<file path="src/rtl/pmp_pkg.sv">
// Shared PMP types and helpers.
//   pmp_cfg_t : one pmpcfg byte {L, rsvd, A, X, W, R}
//   pmp_a_e   : address-matching mode
//   pmp_acc_e : access type carried with each check request
//   PRIV_M    : machine-mode privilege encoding
//   perm_bit  : R/W/X permission selected by an access type (0 for illegal types)
package pmp_pkg;

  typedef enum logic [1:0] {
    OFF   = 2'd0,
    TOR   = 2'd1,
    NA4   = 2'd2,
    NAPOT = 2'd3
  } pmp_a_e;

  typedef enum logic [1:0] {
    ACC_R = 2'd0,
    ACC_W = 2'd1,
    ACC_X = 2'd2
  } pmp_acc_e;

  typedef struct packed {
    logic       lock;
    logic [1:0] rsvd;
    pmp_a_e     a;
    logic       x;
    logic       w;
    logic       r;
  } pmp_cfg_t;

  localparam logic [1:0] PRIV_M = 2'd3;

  function automatic logic perm_bit(pmp_cfg_t cfg, logic [1:0] acc);
    logic p;
    p = 1'b0;
    case (acc)
      ACC_R:   p = cfg.r;
      ACC_W:   p = cfg.w;
      ACC_X:   p = cfg.x;
      default: p = 1'b0;
    endcase
    return p;
  endfunction

endpackage

</file>
<file path="src/rtl/pmp_entry_match.sv">
// Combinational address match of one PMP entry.
//   word_addr_i : PA[AddrWidth+1:2] being checked
//   cfg_i       : pmpcfg of this entry
//   addr_i      : pmpaddr of this entry
//   addr_prev_i : pmpaddr of the previous entry (0 for entry 0), TOR lower bound
//   match_o     : entry covers word_addr_i
module pmp_entry_match
  import pmp_pkg::*;
#(
  parameter int unsigned AddrWidth = 32
) (
  input  logic [AddrWidth-1:0] word_addr_i,
  input  pmp_cfg_t             cfg_i,
  input  logic [AddrWidth-1:0] addr_i,
  input  logic [AddrWidth-1:0] addr_prev_i,
  output logic                 match_o
);

  // addr ^ (addr + 1) sets the trailing ones plus the first zero above them; an
  // all-ones pmpaddr yields an all-zero mask, i.e. a match-everything region.
  logic [AddrWidth-1:0] napot_mask;
  assign napot_mask = ~(addr_i ^ (addr_i + 1'b1));

  always_comb begin
    match_o = 1'b0;
    unique case (cfg_i.a)
      OFF:   match_o = 1'b0;
      TOR:   match_o = (addr_prev_i < addr_i) && (word_addr_i >= addr_prev_i) &&
                       (word_addr_i < addr_i);
      NA4:   match_o = (word_addr_i == addr_i);
      NAPOT: match_o = ((word_addr_i & napot_mask) == (addr_i & napot_mask));
    endcase
  end

endmodule

</file>
<file path="src/rtl/pmp_check_sched.sv">
// Shared sequential PMP checker. Round-robin arbitrates REQ_NUM requesters onto
// one engine that scans one PMP entry per cycle and stops at the lowest match.
//   clk, rst_n         : clock, asynchronous active-low reset
//   req_vld/req_rdy    : per-requester request handshake (req_rdy one-hot)
//   req_addr/mode/acc  : byte PA, privilege, access type per requester
//   pmp_cfg/pmp_addr   : flattened CSR state; cfg_upd pulses on any CSR write
//   resp_*             : result channel (id, pass, matching entry, MSB=no match)
//   busy               : engine not idle
module pmp_check_sched
  import pmp_pkg::*;
#(
  parameter int unsigned ENTRY_NUM  = 16,
  parameter int unsigned REQ_NUM    = 3,
  parameter int unsigned ADDR_WIDTH = 32,
  localparam int unsigned IdW  = (REQ_NUM > 1) ? $clog2(REQ_NUM) : 1,
  localparam int unsigned IdxW = $clog2(ENTRY_NUM)
) (
  input  logic                            clk,
  input  logic                            rst_n,
  input  logic [REQ_NUM-1:0]              req_vld,
  output logic [REQ_NUM-1:0]              req_rdy,
  input  logic [REQ_NUM*(ADDR_WIDTH+2)-1:0] req_addr,
  input  logic [REQ_NUM*2-1:0]            req_mode,
  input  logic [REQ_NUM*2-1:0]            req_acc,
  input  logic [ENTRY_NUM*8-1:0]          pmp_cfg,
  input  logic [ENTRY_NUM*ADDR_WIDTH-1:0] pmp_addr,
  input  logic                            cfg_upd,
  output logic                            resp_vld,
  input  logic                            resp_rdy,
  output logic [IdW-1:0]                  resp_id,
  output logic                            resp_pass,
  output logic [IdxW:0]                   resp_idx,
  output logic                            busy
);

  localparam int unsigned PaW = ADDR_WIDTH + 2;

  typedef enum logic [1:0] {StIdle, StScan, StResp} state_e;

  state_e                state_q, state_d;
  logic [IdW-1:0]        rr_q, rr_d;
  logic [IdW-1:0]        id_q, id_d;
  logic [ADDR_WIDTH-1:0] addr_q, addr_d;
  logic [1:0]            mode_q, mode_d;
  logic [1:0]            acc_q, acc_d;
  logic [IdxW-1:0]       idx_q, idx_d;
  logic                  pass_q, pass_d;
  logic [IdxW:0]         ridx_q, ridx_d;

  // Round-robin: first valid requester at or after rr_q, wrapping.
  logic           gnt_found;
  logic [IdW-1:0] gnt_id;
  logic [IdW:0]   rr_sum;
  logic [IdW-1:0] rr_slot;

  always_comb begin
    gnt_found = 1'b0;
    gnt_id    = '0;
    rr_sum    = '0;
    rr_slot   = '0;
    for (int unsigned i = 0; i < REQ_NUM; i++) begin
      rr_sum = {1'b0, rr_q} + (IdW+1)'(i);
      if (rr_sum >= (IdW+1)'(REQ_NUM)) rr_sum = rr_sum - (IdW+1)'(REQ_NUM);
      rr_slot = rr_sum[IdW-1:0];
      if (!gnt_found && req_vld[rr_slot]) begin
        gnt_found = 1'b1;
        gnt_id    = rr_slot;
      end
    end
  end

  // Gated by rst_n so no grant is advertised while the engine is held in reset.
  always_comb begin
    req_rdy = '0;
    if (state_q == StIdle && gnt_found && rst_n) req_rdy[gnt_id] = 1'b1;
  end

  // Entry currently under scan.
  pmp_cfg_t              cfg_cur;
  logic [ADDR_WIDTH-1:0] addr_cur, addr_prev;
  logic [IdxW-1:0]       idx_prev;
  logic                  hit, pass_hit, pass_miss;

  assign cfg_cur   = pmp_cfg_t'(pmp_cfg[idx_q*8 +: 8]);
  assign addr_cur  = pmp_addr[idx_q*ADDR_WIDTH +: ADDR_WIDTH];
  assign idx_prev  = idx_q - 1'b1;
  assign addr_prev = (idx_q == '0) ? '0 : pmp_addr[idx_prev*ADDR_WIDTH +: ADDR_WIDTH];

  pmp_entry_match #(
    .AddrWidth(ADDR_WIDTH)
  ) u_entry_match (
    .word_addr_i(addr_q),
    .cfg_i      (cfg_cur),
    .addr_i     (addr_cur),
    .addr_prev_i(addr_prev),
    .match_o    (hit)
  );

  // Access type 3 is illegal and always denied, even for M-mode.
  assign pass_hit  = (acc_q != 2'd3) &&
                     (((mode_q == PRIV_M) && !cfg_cur.lock) || perm_bit(cfg_cur, acc_q));
  assign pass_miss = (mode_q == PRIV_M) && (acc_q != 2'd3);

  always_comb begin
    state_d = state_q;
    rr_d    = rr_q;
    id_d    = id_q;
    addr_d  = addr_q;
    mode_d  = mode_q;
    acc_d   = acc_q;
    idx_d   = idx_q;
    pass_d  = pass_q;
    ridx_d  = ridx_q;
    unique case (state_q)
      StIdle: begin
        if (gnt_found) begin
          id_d    = gnt_id;
          addr_d  = req_addr[gnt_id*PaW + 2 +: ADDR_WIDTH];
          mode_d  = req_mode[gnt_id*2 +: 2];
          acc_d   = req_acc[gnt_id*2 +: 2];
          idx_d   = '0;
          state_d = StScan;
        end
      end
      StScan: begin
        if (cfg_upd) begin
          // CSRs changed under us: any result from this cycle is stale.
          idx_d = '0;
        end else if (hit) begin
          pass_d  = pass_hit;
          ridx_d  = {1'b0, idx_q};
          state_d = StResp;
        end else if (idx_q == IdxW'(ENTRY_NUM - 1)) begin
          pass_d  = pass_miss;
          ridx_d  = {1'b1, idx_q};
          state_d = StResp;
        end else begin
          idx_d = idx_q + 1'b1;
        end
      end
      StResp: begin
        if (resp_rdy) begin
          state_d = StIdle;
          rr_d    = (id_q == IdW'(REQ_NUM - 1)) ? '0 : id_q + 1'b1;
        end
      end
      default: state_d = StIdle;
    endcase
  end

  always_ff @(posedge clk or negedge rst_n) begin
    if (!rst_n) begin
      state_q <= StIdle;
      rr_q    <= '0;
      id_q    <= '0;
      addr_q  <= '0;
      mode_q  <= '0;
      acc_q   <= '0;
      idx_q   <= '0;
      pass_q  <= 1'b0;
      ridx_q  <= '0;
    end else begin
      state_q <= state_d;
      rr_q    <= rr_d;
      id_q    <= id_d;
      addr_q  <= addr_d;
      mode_q  <= mode_d;
      acc_q   <= acc_d;
      idx_q   <= idx_d;
      pass_q  <= pass_d;
      ridx_q  <= ridx_d;
    end
  end

  assign resp_vld  = (state_q == StResp);
  assign resp_id   = id_q;
  assign resp_pass = pass_q;
  assign resp_idx  = ridx_q;
  assign busy      = (state_q != StIdle);

endmodule
</file>
<file path="config.mk">
export PLATFORM = sky130hd
export DESIGN_NAME = pmp_check_sched
export DESIGN_NICKNAME = d
export VERILOG_FILES = /design/src/rtl/pmp_pkg.sv /design/src/rtl/pmp_entry_match.sv /design/src/rtl/pmp_check_sched.sv
export SDC_FILE = /design/constraint.sdc
export NUM_CORES = 1
export LEC_CHECK = 0
export ABC_CLOCK_PERIOD_IN_PS = 8900
export BUFFER_PORTS_ARGS = -buffer_cell sky130_fd_sc_hd__buf_2
export CORE_AREA = 8 8 292 294
export DETAILED_ROUTE_END_ITERATION = 8
export DIE_AREA = 0 0 300 302
export PLACE_DENSITY = 0.49
export SLEW_MARGIN = 20
export SYNTH_ARGS = -nofsm -noshare
export SYNTH_HDL_FRONTEND = slang
export SYNTH_SLANG_ARGS = --single-unit
</file>
<file path="constraint.sdc">
create_clock -name clk -period 8.9 [get_ports clk]
set_input_delay 0.445 -clock clk [delete_from_list [all_inputs] [get_ports clk]]
set_output_delay 0.445 -clock clk [all_outputs]
set_load 0.03 [all_outputs]
</file>
==> results.md, run 1 <==
- R2R depth: 22
- Drt total wl: roughly 95000 um
- Synth async-reset ratio: 1.00
- Clk Latency, worst-skew pair: 0.30 ns
- WL/cell: 27.1 um
- Inserted Clock Buffers: 5
- Nets: approximately 3300
- Max stage delay on crit path: 0.87 ns
- Layout cell share with drive strength beyond 1: 0.450
- Routability cong.: just over 0.9
- Top cells by area, synth: mux4_2 (33%), ha_1 (9.9%), dfrtp_1 (7.9%), nand2_1 (5.7%), mux2i_1 (5.4%)
- Largest net degree at the start of global routing: just over 80
- Top-count cell post-synth: nand2_1
- Post-CTS setup buffer count: 0
- Detailed-route via count: ~19000
- PwrDens: roughly 290 nW/um^2
- R2R Path End: resp_idx[2]$_DFFE_PN0P_
- CORE AREA: 80900 um^2
- Startpoint Class: flip-flop
- CP Max Fanout: 42
- Worst path slowest cell: nor2b_2
- CP delay by family, top: simple AND/OR/NAND/NOR gates
- Initial drt markers: 1643
- CTS H-tree depth: 2
- Worst Setup End Kind: flip-flop
- Clock slew at reported path FFs: approximately 0.080 ns
- VDD IR-drop max: approximately 0.18 mV
- Design area: about 21000 um^2
- Residual DRC: 0
- Final setup TNS: 0 ns
- Layout area overhead: 30.3%
- Req. time, crit path: 9.09 ns
- Worst hold path type: in -> async
- CTS sink count: 52
- Initial antenna violation count: 28
- CP arrival: 7.52 ns
- Max Buffers Root-to-Sink: 2
- Post-Syn Area per Cell: 9.32 um^2
- Reg-to-reg slack, setup: about 1.6 ns
- Post-DP HPWL: approximately 80000 um
- Endpoints failing hold: 0
- Clock Root Buffer: clkbuf_16
- Routed Antenna Nets: 0
- Die area: slightly above 90000 um^2
- PortBufs: 735
- Chip Width: 300 um
- CTS tree: built
- Crit Path Class: reg -> reg
- Vias in the first global route: roughly 19000
- Gr usage total: 0.199
- Rel. slew slack: 0.364
- Critical path cell sequence: nor2b_2 -> buf_4 -> a22oi_1 -> nand2_1 -> inv_1 -> nor2_1 -> nand3_1 -> or2_2 -> nor4_1 -> and2_1 -> nand2_1 -> ha_1 -> nand3b_1 -> mux2_2 -> o2111ai_1 -> o21ai_0 -> nor4_1 -> and4_1 -> a31oi_4 -> o21ai_4 -> and2_4 -> mux2_4
- Inst Count DP: between 3000 and 4000
- Post-synth top area share: 0.334
- Final core utilization: 0.265
- Final max-slew violation count: 0
- Reg2reg start: idx_q[2]$_DFFE_PN0P_
- Synthesized cell area: 16500 um^2
- Ys Warns: 0
- Hold buffer count at cts: 0
- Post-synth top flop: dfrtp_1
- Syn Inst Count: 1768
- Max-Cap Viols: 0
- DR pass1 iterations: 7
- # rows: ~110
- First-pass GRT wire length: between 100000 and 150000 um
- Yosys cell types: 86
- Worst slew pin tran: ~0.95 ns
- Flops & latches, synth: 52
- Clock skew: between 0.009 and 0.01 ns
- Starting Density: 0.204
- Post-synth top cells: nand2_1 (252), mux4_2 (244), ha_1 (130)
- Period Utilization, post-route: 0.823
- Unrepaired setup endpoints after global routing: no
- Final setup fails: 0
- Post-route insts no fill: ~3500
- # fillers: between 8000 and 9000
- Sequential fraction of the synthesis area: 0.0790
- Vias per cell: about 5.3
- Post-synth net total: between 2000 and 3000
- Yosys top cell by area: mux4_2
- Worst Path Buf+Inv: 2
- Status: finished, final reports clean
- Die height: around 300 um
- Number of synthesized flops with an enable pin: 0
- Lkg Pwr: ~9.4 nW
- Final min period: 7.32 ns
- Post-CTS sizing: 0
- Total grt overflow: 0
- Num ports: between 700 and 800
- Achievable Freq: around 0.14 GHz
- Dpl cell area: approximately 21000 um^2
[power breakdown]
part | switching [mW] | internal [mW]
combinational | 3.07 | 2.28
sequential | 0.312 | 0.345
clock | 0.102 | 0.107
total | 3.48 | 2.74
[layer usage]
metal | global-route usage | routed length (um) | vias to the layer above
li1 | - | - | 8315
met1 | 0.246 | 37600 | 9257
met2 | 0.337 | 45800 | 948
met3 | 0.0597 | 9380 | 130
met4 | 0.0500 | 2400 | 10
met5 | 0.00703 | 64 | -
[through the flow]
stage | hold WS, ns | worst slack [ns] | power, mW
floorplan | 0.149 | 3.28 | 4.26
global placement | 0.478 | 1.92 | 6.01
detailed placement | 0.483 | 1.79 | 6.03
CTS | 0.295 | 1.73 | 6.27
global route | 0.334 | 1.21 | 6.83
finish | 0.259 | 1.58 | 6.22
[layout by cell type (no fill, tap or decap), drive strengths merged, types with 13 or more instances in the layout]
cell type    n
a21o        23
nor3        19
nor2b       20
diode       17
nand2      254
mux4       250
mux2        13
a21oi       41
a221oi      20
nor4        16
ha         130
dfrtp       52
nand4       21
inv        101
nor2        85
a31oi       44
nand3      124
nand2b      27
and2        18
a22oi       65
o21ai       38
mux2i       90
xnor2       16
buf        784
[how the worst max path moves through the flow]
stage	depth (start not counted)	slack, ns	from	to
2_1_floorplan	28	3.28	idx_q[0]$_DFFE_PN0P_	resp_idx[0]$_DFFE_PN0P_
3_3_place_gp	22	1.92	idx_q[0]$_DFFE_PN0P_	resp_idx[0]$_DFFE_PN0P_
3_5_place_dp	22	1.79	idx_q[2]$_DFFE_PN0P_	resp_idx[1]$_DFFE_PN0P_
4_1_cts	22	1.73	idx_q[2]$_DFFE_PN0P_	resp_idx[2]$_DFFE_PN0P_
5_1_grt	22	1.21	idx_q[0]$_DFFE_PN0P_	resp_idx[2]$_DFFE_PN0P_
6_report	22	1.58	idx_q[2]$_DFFE_PN0P_	resp_idx[2]$_DFFE_PN0P_
[cell type report]
cell class | count | area [um^2] | area share
multi-input cells | 1480 | 14100 | 0.658
repair buffers | 784 | 4110 | 0.191
well taps | 1070 | 1340 | 0.0623
flip-flops and latches | 52 | 1320 | 0.0613
inverters | 100 | 375 | 0.0175
clock buffers | 5 | 125 | 0.00583
diodes | 17 | 42.5 | 0.00198
clock inverters | 3 | 27.5 | 0.00128
[sequential cells by signal, summed over array words and instances (netlist names)]
signal / count
addr_q: 32
resp_idx: 5
idx_q: 4
acc_q: 2
mode_q: 2
resp_id: 2
rr_q: 2
state_q: 2
resp_pass: 1
[logic make-up (layout without fill, tap and decap cells)]
family | count (synthesis) | in the layout | share of synthesized area
DFF | 52 | 52 | 0.0790
AOI/OAI and AO/OA | 333 | 333 | 0.148
xor gates and xnor gates | 27 | 27 | 0.0144
adders and majority gates | 131 | 131 | 0.0993
and+or+nand+nor | 636 | 636 | 0.183
other | 0 | 17 | 0
muxes | 353 | 353 | 0.408
buffers and inverters | 236 | 892 | 0.0679
Note: power is estimated with default switching activity, not from simulation.
==> inputs of run 2 (changes only) <==
ABC_AREA = 1   (was not set)
ABC_CLOCK_PERIOD_IN_PS = 7300   (was 8900)
CORE_AREA = 8 8 293 295   (was 8 8 292 294)
DIE_AREA = 0 0 301 303   (was 0 0 300 302)
PLACE_DENSITY = 0.5   (was 0.49)
clock period = 7.3 ns   (was 8.9 ns; I/O delays follow)
==> run 2 against run 1 <==
Compared with the run above:
- power increased by 62%
- via count increased by 36%
- maximum frequency increased by 15%
- largest power group unchanged
==> results.md, run 2 <==
- Hold buffer count at cts: 0 (unchanged)
- # fillers: 9408 (was 8912)
- Worst hold path type: in -> async (unchanged)
- Unrepaired setup endpoints after global routing: no (unchanged)
- CP arrival: 6.55 ns (was 7.52 ns)
- Largest Register: addr_q (unchanged)
- Routed Antenna Nets: 0 (unchanged)
- Flops & latches, synth: 52 (unchanged)
- Starting Density: 0.217 (was 0.204)
- Post-CTS sizing: 0 (unchanged)
- Die height: 303 um (was 302 um)
- Post-Syn Area per Cell: 5.32 um^2 (was 9.32 um^2)
- # rows: 105 (unchanged)
- DR pass1 iterations: 6 (was 7)
- Inst Count DP: 4930 (was 3486)
- Post-CTS setup buffer count: 0 (unchanged)
- Layout cell share with drive strength beyond 1: 0.220 (was 0.450)
- Num ports: 774 (unchanged)
- Synthesized cell area: 17600 um^2 (was 16500 um^2)
- Worst slew pin tran: 1.03 ns (was 0.949 ns)
- Number of synthesized flops with an enable pin: 0 (unchanged)
- Lkg Pwr: 11.4 nW (was 9.37 nW)
- Total grt overflow: 0 (unchanged)
- Post-route insts no fill: 4971 (was 3511)
- Post-synth top cells: nand2_1 (1001), a21oi_1 (363), inv_1 (346) (was nand2_1 (252), mux4_2 (244), ha_1 (130))
- Top cells by area, synth: nand2_1 (21%), a21oi_1 (10%), ha_1 (9.2%), nand3_1 (8.6%), dfrtp_1 (7.4%) (was mux4_2 (33%), ha_1 (9.9%), dfrtp_1 (7.9%), nand2_1 (5.7%), mux2i_1 (5.4%))
- Drt total wl: 115000 um (was 95200 um)
- Post-synth top flop: dfrtp_1 (unchanged)
- Initial antenna violation count: 50 (was 28)
- Post-synth top area share: 0.213 (was 0.334)
- Largest net degree at the start of global routing: 222 (was 82)
- Period Utilization, post-route: 0.869 (was 0.823)
- Initial drt markers: 2290 (was 1643)
- WL/cell: 23.2 um (was 27.1 um)
- Sequential fraction of the synthesis area: 0.0738 (was 0.0790)
- CORE AREA: 81200 um^2 (was 80900 um^2)
- Max Buffers Root-to-Sink: 2 (unchanged)
- Commonest non-fill, non-tap cell in the layout: nand2_1 (was buf_2)
- Detailed-route via count: 25300 (was 18700)
- Final min period: 6.34 ns (was 7.32 ns)
- Req. time, crit path: 7.50 ns (was 9.09 ns)
- Max-Cap Viols: 0 (unchanged)
- Endpoints failing hold: 0 (unchanged)
- Die area: 91200 um^2 (was 90600 um^2)
- Reg area: 1310 um^2 (was 1320 um^2)
- Clk Latency, worst-skew pair: 0.30 ns (about the same)
- Vias in the first global route: 23600 (was 19100)
- Post-synth net total: 4203 (was 2659)
- Achievable Freq: 0.158 GHz (was 0.137 GHz)
- Final max-slew violation count: 0 (unchanged)
- Clock skew: 0.00914 ns (was 0.00936 ns)
- Clock slew at reported path FFs: 0.08 ns (about the same)
- Dpl cell area: 22100 um^2 (was 21300 um^2)
- Design area: 22300 um^2 (was 21500 um^2)
- Crit Path Class: reg -> reg (unchanged)
- Residual DRC: 0 (unchanged)
- Clock Root Buffer: clkbuf_16 (unchanged)
- Yosys top cell by area: nand2_1 (was mux4_2)
- Status: finished, final reports clean (unchanged)
- First-pass GRT wire length: 162000 um (was 133000 um)
- Routability cong.: 0.927 (was 0.925)
- Rel. slew slack: 0.314 (was 0.364)
- CTS sink count: 52 (unchanged)
- PwrDens: 451 nW/um^2 (was 289 nW/um^2)
- Gr usage total: 0.237 (was 0.199)
- Setup Slack @ Placement: 1.05 ns (was 1.79 ns)
- Synth async-reset ratio: 1.00 (unchanged)
- Yosys cell types: 50 (was 86)
- R2R depth: 23 (was 22)
- PortBufs: 735 (unchanged)
- Vias per cell: 5.10 (was 5.31)
- Post-DP HPWL: 95100 um (was 81800 um)
- CTS H-tree depth: 2 (unchanged)
- Layout area overhead: 26.6% (was 30.3%)
- VDD IR-drop max: 0.216 mV (was 0.179 mV)
- Largest register FFs: 32 (unchanged)
- Final setup TNS: 0 ns (unchanged)
- Multi-input gate area: 13900 um^2 (was 14100 um^2)
- Nets: 4758 (was 3314)
- Ys Warns: 0 (unchanged)
- Final setup fails: 0 (unchanged)
- Worst Setup End Kind: flip-flop (unchanged)
- CTS tree: built (unchanged)
- Setup WS post-layout: 0.957 ns (was 1.58 ns)
- Syn Inst Count: 3312 (was 1768)
- Inserted Clock Buffers: 5 (unchanged)
- Chip Width: 301 um (was 300 um)
- CP Max Fanout: 109 (was 42)
- Top-count cell post-synth: nand2_1 (unchanged)
- Startpoint Class: flip-flop (unchanged)
- Most frequent cells in the layout: nand2_1 (998), buf_2 (735), a21oi_1 (363), inv_1 (341), nand3_1 (303) (was buf_2 (735), nand2_1 (251), mux4_2 (244), ha_1 (129), nand3_1 (124))
- WHS: 0.184 ns (was 0.259 ns)
run 2: cells by family after synthesis:
kind of cell | synth area share
flip-flops | 0.0738
AO/OA/AOI/OAI | 0.305
buffers and inverters | 0.139
AND/OR/NAND/NOR | 0.389
adder cells (fa/ha/maj) | 0.0923
run 2: area by class of cell:
cell class                 count  share of cell area
multi-input combinational   2663               0.623
timing repair buffer         792               0.188
inverter                     353              0.0602
tap                         1070              0.0600
sequential                    52              0.0587
clock buffer                   5             0.00561
antenna                       33             0.00370
clock inverter                 3             0.00123
run 2: worst paths after layout:
kind                                              start                 endpoint  slack (ns)
max in group asynchronous                         rst_n     idx_q[0]$_DFFE_PN0P_        6.57
worst min-delay path                              rst_n     acc_q[0]$_DFFE_PN0P_        0.18
min in group clk                           req_addr[12]   addr_q[10]$_DFFE_PN0P_        0.33
worst max register to register     idx_q[0]$_DFFE_PN0P_    resp_pass$_DFFE_PN0P_        0.96
worst min register to register  resp_idx[1]$_DFFE_PN0P_  resp_idx[1]$_DFFE_PN0P_        0.50
worst max-delay path               idx_q[0]$_DFFE_PN0P_    resp_pass$_DFFE_PN0P_        0.96
run 2: critical path, stage by stage (launching register included):
cell and delay [ns]:
dfrtp_4 0.67, inv_8 0.50, buf_4 0.35, ha_4 0.25, inv_6 0.57, buf_4 0.39, a21oi_1 0.07, a32o_1 0.26
o221ai_1 0.44, nand3_1 0.30, inv_1 0.13, ha_1 0.14, nand2_1 0.06, nor3_1 0.38, nor4b_1 0.34, nand2_1 0.16
nand3_1 0.23, inv_1 0.07, nor2_1 0.14, nand2_1 0.07, nand2_1 0.36, inv_1 0.08, nand2_1 0.08, nand2_1 0.04
run 2: routing by layer:
layer | track usage | part of all wire
met1 | 0.293 | 0.40
met2 | 0.417 | 0.48
met3 | 0.0429 | 0.081
met4 | 0.0703 | 0.032
met5 | 0 | 0.0015
run 2: where the power goes:
part	internal [mW]	switching, mW
Clock	0.130	0.119
Combinational	2.93	6.07
Sequential	0.421	0.382
Total	3.48	6.57
run 2: stage by stage:
step | power [mW] | util
floorplan | 6.70 | -
global placement | 9.68 | 0.272
detailed placement | 9.74 | 0.272
CTS | 10.0 | 0.274
global route | 11.2 | 0.274
finish | 10.1 | 0.275
==> inputs of run 3 (changes only) <==
CORE_AREA = 8 8 294 296   (was 8 8 293 295)
DIE_AREA = 0 0 302 304   (was 0 0 301 303)
==> run 3 against run 2 <==
Compared with the run above:
- die area grew 0.66%
- maximum frequency shrank 0.21%
- count of clock-buffer cells in the layout is the same
- register-to-register slack is essentially flat
- clock power is essentially flat
- sequential power is essentially flat
- global-route usage is essentially flat
- critical path type unchanged
- first-iteration DRC count shrank 1.7%
- worst setup slack lost 0.013 ns
- wire length grew 0.50%
- non-clock buffer count shrank 6
- utilization shrank 0.15 points
==> results.md, run 3 (synthesis gave the netlist of run 2 again) <==
- Routability cong.: 0.934 (was 0.927)
- Design area: 22300 um^2 (about the same)
- Vias in the first global route: 23700 (was 23600)
- R2R Path End: resp_idx[3]$_DFFE_PN0P_ (was resp_pass$_DFFE_PN0P_)
- Post-DP HPWL: 95800 um (was 95100 um)
- Clock Root Buffer: clkbuf_16 (unchanged)
- Crit Path Class: reg -> reg (unchanged)
- R2R depth: 30 (was 23)
- Max-Cap Viols: 0 (unchanged)
- Reg2reg start: idx_q[0]$_DFFE_PN0P_ (unchanged)
- CP Max Fanout: 102 (was 109)
- Clock slew at reported path FFs: 0.07 ns (was 0.08 ns)
- Crit-path most repeated cell: nand2_1 (unchanged)
- Clock skew: 0.00640 ns (was 0.00914 ns)
- Hold buffer count at cts: 0 (unchanged)
- Routed Antenna Nets: 0 (unchanged)
- Nets: 4752 (was 4758)
- Status: finished, final reports clean (unchanged)
- Internal power: 3.47 mW (was 3.48 mW)
- WHS: 0.199 ns (was 0.184 ns)
- WL/cell: 23.3 um (was 23.2 um)
- Num ports: 774 (unchanged)
- CTS tree: built (unchanged)
- PwrDens: 449 nW/um^2 (was 451 nW/um^2)
- Req. time, crit path: 7.47 ns (was 7.50 ns)
- CTS sink count: 52 (unchanged)
- Clk Latency, worst-skew pair: 0.31 ns (was 0.30 ns)
- Final setup TNS: 0 ns (unchanged)
- Vias per cell: 5.14 (was 5.10)
- Startpoint Class: flip-flop (unchanged)
- PortBufs: 735 (unchanged)
- Layout cell share with drive strength beyond 1: 0.218 (was 0.220)
- Max stage delay on crit path: 0.71 ns (was 0.67 ns)
- Post-CTS setup buffer count: 0 (unchanged)
- Rel. slew slack: 0.408 (was 0.314)
- Die area: 91800 um^2 (was 91200 um^2)
- Clock power frac: 0.025 (about the same)
- CTS H-tree depth: 2 (unchanged)
- Endpoints failing hold: 0 (unchanged)
- Final core utilization: 0.273 (was 0.275)
- Residual DRC: 0 (unchanged)
- Inst Count DP: 4924 (was 4930)
- VDD IR-drop max: 0.235 mV (was 0.216 mV)
- # fillers: 9564 (was 9408)
- # rows: 105 (unchanged)
- Worst hold path type: in -> async (unchanged)
- Drt total wl: 116000 um (was 115000 um)
- Gr usage total: 0.237 (about the same)
- Worst Setup End Kind: flip-flop (unchanged)
- Largest Register: addr_q (unchanged)
- DR pass1 iterations: 6 (unchanged)
- First-pass GRT wire length: 163000 um (was 162000 um)
- Largest net degree at the start of global routing: 175 (was 222)
- Sw Ratio: 0.654 (about the same)
- Total grt overflow: 0 (unchanged)
- Sw power: 6.55 mW (was 6.57 mW)
- Commonest non-fill, non-tap cell in the layout: nand2_1 (unchanged)
- Comb pwr share: 0.895 (about the same)
- Post-route insts no fill: 4968 (was 4971)
- Starting Density: 0.216 (was 0.217)
- Seq pwr share: 0.080 (about the same)
- Final min period: 6.36 ns (was 6.34 ns)
- Post-CTS sizing: 0 (unchanged)
- Chip Width: 302 um (was 301 um)
- Unrepaired setup endpoints after global routing: no (unchanged)
- Die height: 304 um (was 303 um)
- Most frequent cells in the layout: nand2_1 (999), buf_2 (735), a21oi_1 (363), inv_1 (342), nand3_1 (303) (was nand2_1 (998), buf_2 (735), a21oi_1 (363), inv_1 (341), nand3_1 (303))
- Final max-slew violation count: 0 (unchanged)
- Worst path slowest cell: buf_4 (was dfrtp_4)
- Reg-to-reg slack, setup: 0.94 ns (was 0.96 ns)
- Lkg Pwr: 11.4 nW (about the same)
- Achievable Freq: 0.157 GHz (was 0.158 GHz)
- Layout area overhead: 26.6% (about the same)
- Period Utilization, post-route: 0.871 (was 0.869)
- Worst slew pin tran: 0.886 ns (was 1.03 ns)
- Initial antenna violation count: 59 (was 50)
- Inserted Clock Buffers: 5 (unchanged)
- Dpl cell area: 22100 um^2 (about the same)
- CP arrival: 6.52 ns (was 6.55 ns)
- CORE AREA: 81600 um^2 (was 81200 um^2)
- Largest register FFs: 32 (unchanged)
- Final setup fails: 0 (unchanged)
- Initial drt markers: 2252 (was 2290)
- Detailed-route via count: 25500 (was 25300)
- Max Buffers Root-to-Sink: 2 (unchanged)
==> run 3: cell types whose count changed in the layout (fill, tap and decap cells not counted), sizes merged <==
| cell | delta |
|---|---|
| clkinvlp | -1 |
| buf | -6 |
| diode | +3 |
| inv | +1 |
==> run 3: how the worst max path moves through the flow <==
stage,start,end,slack (ns),depth (start not counted)
2_1_floorplan,idx_q[0]$_DFFE_PN0P_,resp_idx[2]$_DFFE_PN0P_,2.00,35
3_3_place_gp,idx_q[0]$_DFFE_PN0P_,resp_idx[2]$_DFFE_PN0P_,1.18,31
3_5_place_dp,idx_q[0]$_DFFE_PN0P_,resp_idx[2]$_DFFE_PN0P_,1.13,31
4_1_cts,idx_q[0]$_DFFE_PN0P_,resp_idx[2]$_DFFE_PN0P_,1.12,31
5_1_grt,idx_q[0]$_DFFE_PN0P_,resp_pass$_DFFE_PN0P_,0.58,31
6_report,idx_q[0]$_DFFE_PN0P_,resp_idx[3]$_DFFE_PN0P_,0.94,30
==> run 3: cell type report <==
cell class                 instances  area (um^2)  area share
sequential                        52         1310      0.0587
timing repair buffer             786         4190       0.188
antenna                           36         90.1     0.00404
clock buffer                       5          125     0.00561
clock inverter                     3         22.5     0.00101
multi-input combinational       2663        13900       0.623
inverter                         353         1340      0.0601
tap                             1070         1340      0.0600
==> run 3: power by group through the flow <==
stage | clock network (mW) | registers (mW) | logic [mW]
floorplan | 0 | 0.583 | 6.12
global placement | 0 | 0.834 | 8.82
detailed placement | 0 | 0.834 | 8.91
CTS | 0.257 | 0.830 | 8.94
global route | 0.268 | 0.831 | 10.1
finish | 0.249 | 0.804 | 8.97
==> run 3: worst max-delay path: cells and delay by family, from the launching register on <==
family / cells / cell delay (ns)
simple gates: 23 / 3.83
buf+inv: 3 / 0.85
flops: 1 / 0.59
fa+ha+maj: 2 / 0.47
compound gates: 2 / 0.40
==> run 3: per-layer routing <==
| layer | share of wire | track usage | up-vias |
|---|---|---|---|
| met2 | 0.48 | 0.413 | 1124 |
| met3 | 0.070 | 0.0378 | 191 |
| met4 | 0.038 | 0.0818 | 18 |
| met5 | 0.00095 | 0 | - |
| li1 | - | - | 12400 |
| met1 | 0.41 | 0.293 | 11800 |
==> run 3: stage by stage <==
stage                     power (mW)  setup slack (ns)
final                           10.0             0.944
after detailed placement        9.75              1.13
after floorplan                 6.70              2.00
after global placement          9.66              1.18
after CTS                       10.0              1.12
after global routing            11.2             0.580
